==> src/rtl/occupancy_pkg.sv <==
// Shared types and constants for the multi-door occupancy counter.
// Door FSM state encoding, sensor patterns and width helpers.
package occupancy_pkg;

    typedef enum logic [2:0] {
        S_IDLE  = 3'd0,
        S_IN1   = 3'd1,
        S_IN2   = 3'd2,
        S_IN3   = 3'd3,
        S_OUT1  = 3'd4,
        S_OUT2  = 3'd5,
        S_OUT3  = 3'd6,
        S_ABORT = 3'd7
    } door_state_t;

    localparam logic [1:0] P00 = 2'b00;
    localparam logic [1:0] P10 = 2'b10;
    localparam logic [1:0] P11 = 2'b11;
    localparam logic [1:0] P01 = 2'b01;

    function automatic int net_w(input int ch);
        return $clog2(ch) + 2;
    endfunction

endpackage

==> src/rtl/occupancy_counter_door_fsm.sv <==
// Per-door beam synchroniser and passage-classification FSM.
// The *_nxt outputs lead the registered pulses by one cycle.
module door_fsm
    import occupancy_pkg::*;
#(
    parameter int SYNC_STAGES = 2
) (
    input  logic clk,
    input  logic reset,
    input  logic a,
    input  logic b,
    output logic ingreso,
    output logic egreso,
    output logic seq_err,
    output logic ingreso_nxt,
    output logic egreso_nxt
);

    logic [SYNC_STAGES-1:0] sync_a;
    logic [SYNC_STAGES-1:0] sync_b;
    logic [1:0]             ab;
    door_state_t            state;
    door_state_t            state_d;
    logic                   fire_in;
    logic                   fire_out;
    logic                   fire_err;
    logic                   err_nxt;

    assign ab = {sync_a[SYNC_STAGES-1], sync_b[SYNC_STAGES-1]};

    // Bring the asynchronous beam levels into the clock domain.
    always_ff @(posedge clk) begin
        if (!reset) begin
            sync_a <= '0;
            sync_b <= '0;
        end else begin
            sync_a <= {sync_a[SYNC_STAGES-2:0], a};
            sync_b <= {sync_b[SYNC_STAGES-2:0], b};
        end
    end

    // Next state: forward steps, legal back-outs, and aborts on skips.
    always_comb begin
        state_d  = state;
        fire_in  = 1'b0;
        fire_out = 1'b0;
        fire_err = 1'b0;
        unique case (state)
            S_IDLE: begin
                case (ab)
                    P10: state_d = S_IN1;
                    P01: state_d = S_OUT1;
                    P11: begin
                        state_d  = S_ABORT;
                        fire_err = 1'b1;
                    end
                    default: ;
                endcase
            end
            S_IN1: begin
                case (ab)
                    P11: state_d = S_IN2;
                    P00: state_d = S_IDLE;
                    P01: begin
                        state_d  = S_ABORT;
                        fire_err = 1'b1;
                    end
                    default: ;
                endcase
            end
            S_IN2: begin
                case (ab)
                    P01: state_d = S_IN3;
                    P10: state_d = S_IN1;
                    P00: begin
                        state_d  = S_ABORT;
                        fire_err = 1'b1;
                    end
                    default: ;
                endcase
            end
            S_IN3: begin
                case (ab)
                    P00: begin
                        state_d = S_IDLE;
                        fire_in = 1'b1;
                    end
                    P11: state_d = S_IN2;
                    P10: begin
                        state_d  = S_ABORT;
                        fire_err = 1'b1;
                    end
                    default: ;
                endcase
            end
            S_OUT1: begin
                case (ab)
                    P11: state_d = S_OUT2;
                    P00: state_d = S_IDLE;
                    P10: begin
                        state_d  = S_ABORT;
                        fire_err = 1'b1;
                    end
                    default: ;
                endcase
            end
            S_OUT2: begin
                case (ab)
                    P10: state_d = S_OUT3;
                    P01: state_d = S_OUT1;
                    P00: begin
                        state_d  = S_ABORT;
                        fire_err = 1'b1;
                    end
                    default: ;
                endcase
            end
            S_OUT3: begin
                case (ab)
                    P00: begin
                        state_d  = S_IDLE;
                        fire_out = 1'b1;
                    end
                    P11: state_d = S_OUT2;
                    P01: begin
                        state_d  = S_ABORT;
                        fire_err = 1'b1;
                    end
                    default: ;
                endcase
            end
            S_ABORT: begin
                if (ab == P00) state_d = S_IDLE;
            end
            default: state_d = S_IDLE;
        endcase
    end

    // State register plus the one-cycle event stage ahead of the pulses.
    always_ff @(posedge clk) begin
        if (!reset) begin
            state       <= S_IDLE;
            ingreso_nxt <= 1'b0;
            egreso_nxt  <= 1'b0;
            err_nxt     <= 1'b0;
        end else begin
            state       <= state_d;
            ingreso_nxt <= fire_in;
            egreso_nxt  <= fire_out;
            err_nxt     <= fire_err;
        end
    end

    // Registered single-cycle event pulses.
    always_ff @(posedge clk) begin
        if (!reset) begin
            ingreso <= 1'b0;
            egreso  <= 1'b0;
            seq_err <= 1'b0;
        end else begin
            ingreso <= ingreso_nxt;
            egreso  <= egreso_nxt;
            seq_err <= err_nxt;
        end
    end

endmodule

==> src/rtl/occupancy_counter.sv <==
// Multi-door people counter with a shared saturating occupancy register.
// Entries and exits of one cycle are netted before clamping.
module occupancy_counter
    import occupancy_pkg::*;
#(
    parameter int CHANNELS    = 2,
    parameter int CNT_W       = 8,
    parameter int CAPACITY    = 200,
    parameter int SYNC_STAGES = 2
) (
    input  logic                clk,
    input  logic                reset,
    input  logic [CHANNELS-1:0] a,
    input  logic [CHANNELS-1:0] b,
    output logic [CHANNELS-1:0] ingreso,
    output logic [CHANNELS-1:0] egreso,
    output logic [CNT_W-1:0]    count,
    output logic                full,
    output logic                empty,
    output logic                overflow,
    output logic                underflow,
    output logic [CHANNELS-1:0] seq_err
);

    localparam int NW = net_w(CHANNELS);
    localparam int SW = CNT_W + NW;
    localparam logic [CNT_W-1:0]     CAP   = CNT_W'(CAPACITY);
    localparam logic signed [SW-1:0] CAP_S = SW'(CAPACITY);

    logic [CHANNELS-1:0]   in_nxt;
    logic [CHANNELS-1:0]   out_nxt;
    logic [NW-1:0]         n_in;
    logic [NW-1:0]         n_out;
    logic signed [NW-1:0]  net;
    logic signed [SW-1:0]  sum;
    logic [CNT_W-1:0]      count_d;
    logic                  ovf_hit;
    logic                  unf_hit;

    for (genvar i = 0; i < CHANNELS; i++) begin : g_door
        door_fsm #(
            .SYNC_STAGES (SYNC_STAGES)
        ) u_door (
            .clk         (clk),
            .reset       (reset),
            .a           (a[i]),
            .b           (b[i]),
            .ingreso     (ingreso[i]),
            .egreso      (egreso[i]),
            .seq_err     (seq_err[i]),
            .ingreso_nxt (in_nxt[i]),
            .egreso_nxt  (out_nxt[i])
        );
    end

    // Net passage count and the clamped next occupancy.
    always_comb begin
        n_in  = '0;
        n_out = '0;
        for (int i = 0; i < CHANNELS; i++) begin
            n_in  = n_in + NW'(in_nxt[i]);
            n_out = n_out + NW'(out_nxt[i]);
        end
        net     = $signed(n_in - n_out);
        sum     = $signed({{NW{1'b0}}, count}) + SW'(net);
        count_d = sum[CNT_W-1:0];
        ovf_hit = 1'b0;
        unf_hit = 1'b0;
        if (sum < 0) begin
            count_d = '0;
            unf_hit = 1'b1;
        end else if (sum > CAP_S) begin
            count_d = CAP;
            ovf_hit = 1'b1;
        end
    end

    // Occupancy register with full/empty and sticky range flags.
    always_ff @(posedge clk) begin
        if (!reset) begin
            count     <= '0;
            full      <= 1'b0;
            empty     <= 1'b1;
            overflow  <= 1'b0;
            underflow <= 1'b0;
        end else begin
            count     <= count_d;
            full      <= (count_d == CAP);
            empty     <= (count_d == '0);
            overflow  <= overflow | ovf_hit;
            underflow <= underflow | unf_hit;
        end
    end

endmodule

==> config.mk <==
export PLATFORM = sky130hd
export DESIGN_NAME = occupancy_counter
export DESIGN_NICKNAME = d
export VERILOG_FILES = /design/src/rtl/occupancy_pkg.sv /design/src/rtl/occupancy_counter_door_fsm.sv /design/src/rtl/occupancy_counter.sv
export SDC_FILE = /design/constraint.sdc
export NUM_CORES = 1
export LEC_CHECK = 0
export ABC_AREA = 1
export BUFFER_PORTS_ARGS = -buffer_cell sky130_fd_sc_hd__buf_2
export CAP_MARGIN = 15
export CELL_PAD_IN_SITES_DETAIL_PLACEMENT = 1
export CELL_PAD_IN_SITES_GLOBAL_PLACEMENT = 1
export CORE_ASPECT_RATIO = 0.8
export CORE_MARGIN = 2
export CORE_UTILIZATION = 43
export DETAILED_ROUTE_END_ITERATION = 10
export PLACE_DENSITY_LB_ADDON = 0.1
export SLEW_MARGIN = 20
export SYNTH_ARGS = -nofsm -noshare
export SYNTH_HDL_FRONTEND = slang
export SYNTH_SLANG_ARGS = --single-unit
==> constraint.sdc <==
create_clock -name clk -period 3.8 [get_ports clk]
set_clock_uncertainty 0.15 [all_clocks]
set_input_delay 0.19 -clock clk [delete_from_list [all_inputs] [get_ports clk]]
set_output_delay 0.19 -clock clk [all_outputs]
set_load 0.02 [all_outputs]
==> metrics.csv <==
metric,value,unit
Logic pwr share,44.4,%
Area growth syn-to-layout,10.7,%
insertion delay to the later sink of the worst-skew pair,300,ps
Worst slew margin,57.1,%
Worst-path clk slew,80,ps
die boundary width,90.1,um
total number of vias,2418,
total global routing overflow,0,
critical path required time,3900,ps
DP Worst Slack,323,ps
"delay-heaviest family, CP",adder cells,
ys flop type,dfxtp_1,
ANT nets after route,0,
GRT Overall Usage,21.8,%
n_diodes,0,
GP Congestion,0.897,
iteration count of the initial detailed-routing pass,4,
wire length of the first global-routing pass,11500,um
WL final,6770,um
syn_nets,403,
Port Buffers,23,
Critical Path Slowest Stage Cell,fa_1,
Mean Syn Cell Area,6.79,um^2
Post-CTS Setup Bufs,0,
ranking of synthesized cells by area,"dfxtp_1 (30%), nand2_1 (12%), inv_1 (10%)",
worst setup margin,353,ps
final hold violation count,0,
initial antenna violation count,0,
Switching Share,44.2,%
final worst-path cycle share,90.7,%
Die H,72.8,um
clk buf depth,2,
post-synth top area share,29.9,%
number of global-route vias before repair,2392,
DP HPWL,5370,um
initial drt markers,105,
Syn Inst Count,375,
Initial Utilization,43.8,%
cell breakdown of the critical path,inv_1 > fa_1 > inv_1 > ha_1 > inv_1 > ha_1 > ha_1 > inv_1 > nor2_2 > a21oi_2 > nand3_1 > nand2_1 > nand2_1 > nand2_2 > inv_2 > nand2_1 > nand2_1 > nor2_1 > nand2_1 > nand2_1,
num ports,24,
# hold bufs at CTS,4,
sequential fraction of the synthesis area,29.9,%
Sw Pwr,652,uW
DRC Markers,0,
Int Pwr,823,uW
vias per cell,5.05,
DR WL/cell,14.1,um
# resized after CTS,0,
Final setup viols,0,
clock share of power,20.3,%
crit-path most repeated cell,nand2_1,
CTS H-tree lvls,2,
worst setup path class,flop to flop,
Clock Sinks,38,
HP Class,input pin to flop,
peak supply drop,0.000330,V
Least-Margin Pin Slew,642,ps
nets,425,
worst-path fanout max,10,
Cell variety after synth,40,
outcome,finished clean,
die footprint,0.00656,mm^2
number of synthesized flops with an enable pin,0,
clock root buffer,clkbuf_8,
Synth top cells by count,"nand2_1 (84), inv_1 (71), nor2_1 (43), dfxtp_1 (38), nand3_1 (26)",
largest net degree at the start of global routing,21,
share of cells above drive strength 1,14.3,%
Seq cells post-synth,38,
CTS buffer count,5,
Power Dens Cells,523,mW/mm^2
CTS tree,yes,
core footprint,0.00582,mm^2
Min Hold Slack,81.6,ps
top cell type by total area after synthesis,dfxtp_1,
nature of the critical path startpoint,flop,
unrepaired setup endpoints after global routing,no,
Mapped Area,0.00255,mm^2
Reg power frac,35.3,%
"Async S/R FF share, synth",0,%
standard-cell rows,25,
fmax,0.290,GHz
static leakage,0.00153,uW
Bufs and invs on worst path,5,
most frequent cell after synthesis,nand2_1,
Slew Limit Fails,0,
setup_tns,0,ps
max cap viols,0,
Final Critical Period,3450,ps
CP Capture Type,flop,
max incr delay on CP,470,ps
critical path arrival,3540,ps
yosys warns,0,
## logic make-up after synthesis
family,count (synthesis),share of synthesized area [%]
AND/OR/NAND/NOR,186,33.1
buffers and inverters,85,14.0
flip-flops,38,29.9
adder cells (fa/ha/maj),22,11.4
AO/OA/AOI/OAI,42,10.9
XOR/XNOR,2,0.688
## metrics by stage
step / util (%) / instances / instance area [um^2] / power (uW)
after CTS: 48.5 / 479 / 2820 / 1480
after global routing: 48.5 / 479 / 2820 / 1590
after floorplan: - / 375 / 2550 / 1010
after global placement: 46.2 / 467 / 2690 / 1150
final: 48.5 / 479 / 2820 / 1480
after detailed placement: 46.2 / 467 / 2690 / 1170
## cell type report
cell class	instances	area, um^2
fillers	806	3000
inverters	73	279
clock buffers	6	82.6
well taps	81	101
clock inverters	2	12.5
flip-flops and latches	38	761
repair buffers	27	155
multi-input cells	252	1430
## sequential cells by signal, indices dropped and copies added (netlist names)
signal	count
count	8
g_door.u_door.state	6
g_door.u_door.sync_a	4
g_door.u_door.sync_b	4
g_door.u_door.egreso	2
g_door.u_door.egreso_nxt	2
g_door.u_door.err_nxt	2
g_door.u_door.ingreso	2
g_door.u_door.ingreso_nxt	2
g_door.u_door.seq_err	2
empty	1
full	1
overflow	1
underflow	1
## power by group through the flow
stage                     Clock, uW  Combinational [uW]  Sequential, uW
after global placement            0                 623             527
final                           300                 655             521
after CTS                       307                 652             520
after detailed placement          0                 642             529
after floorplan                   0                 473             532
after global routing            324                 738             532
## final timing paths
kind	cells after the start	to	from	slack (ps)
setup / recovery	20	empty	g_door[1].u_door.ingreso_nxt	350
hold / removal	2	empty	reset	80
setup reg to reg	20	empty	g_door[1].u_door.ingreso_nxt	350
hold reg to reg	2	g_door[0].u_door.sync_a[1]	g_door[0].u_door.sync_a[0]	270
## placed cells by master (no fill, tap or decap), types with 2 or more instances in the layout
master and instances:
nand2_1 84, inv_1 71, nor2_1 43, dfxtp_1 38, nand3_1 26, buf_2 23
ha_1 20, nand2_2 12, a21oi_1 10, nor3_1 7, o21ai_0 7, clkbuf_8 6
a211oi_1 4, o2111ai_1 4, dlygate4sd3_1 4, nand2_4 3, nor2_2 3, o22ai_1 3
o211ai_1 3, nand3_2 2, nand4_1 2, o21ai_1 2, a221oi_1 2, fa_1 2
## routing by layer
metal / GRT usage, % / part of all wire [%] / vias up
li1: - / - / 1221
met4: 5.13 / 0.87 / 0
met5: 0 / 0 / -
met2: 34.5 / 42 / 50
met3: 3.51 / 4.9 / 7
met1: 31.4 / 52 / 1140
## worst reg2reg max path, cell delays in order, from the launching register on
cell and delay (ps):
dfxtp_1 340, inv_1 50, fa_1 470, inv_1 50, ha_1 180, inv_1 70
ha_1 470, ha_1 370, inv_1 110, nor2_2 60, a21oi_2 170, nand3_1 110
nand2_1 70, nand2_1 60, nand2_2 160, inv_2 90, nand2_1 100, nand2_1 70
nor2_1 120, nand2_1 80, nand2_1 50
(Power assumes the default switching activity.)
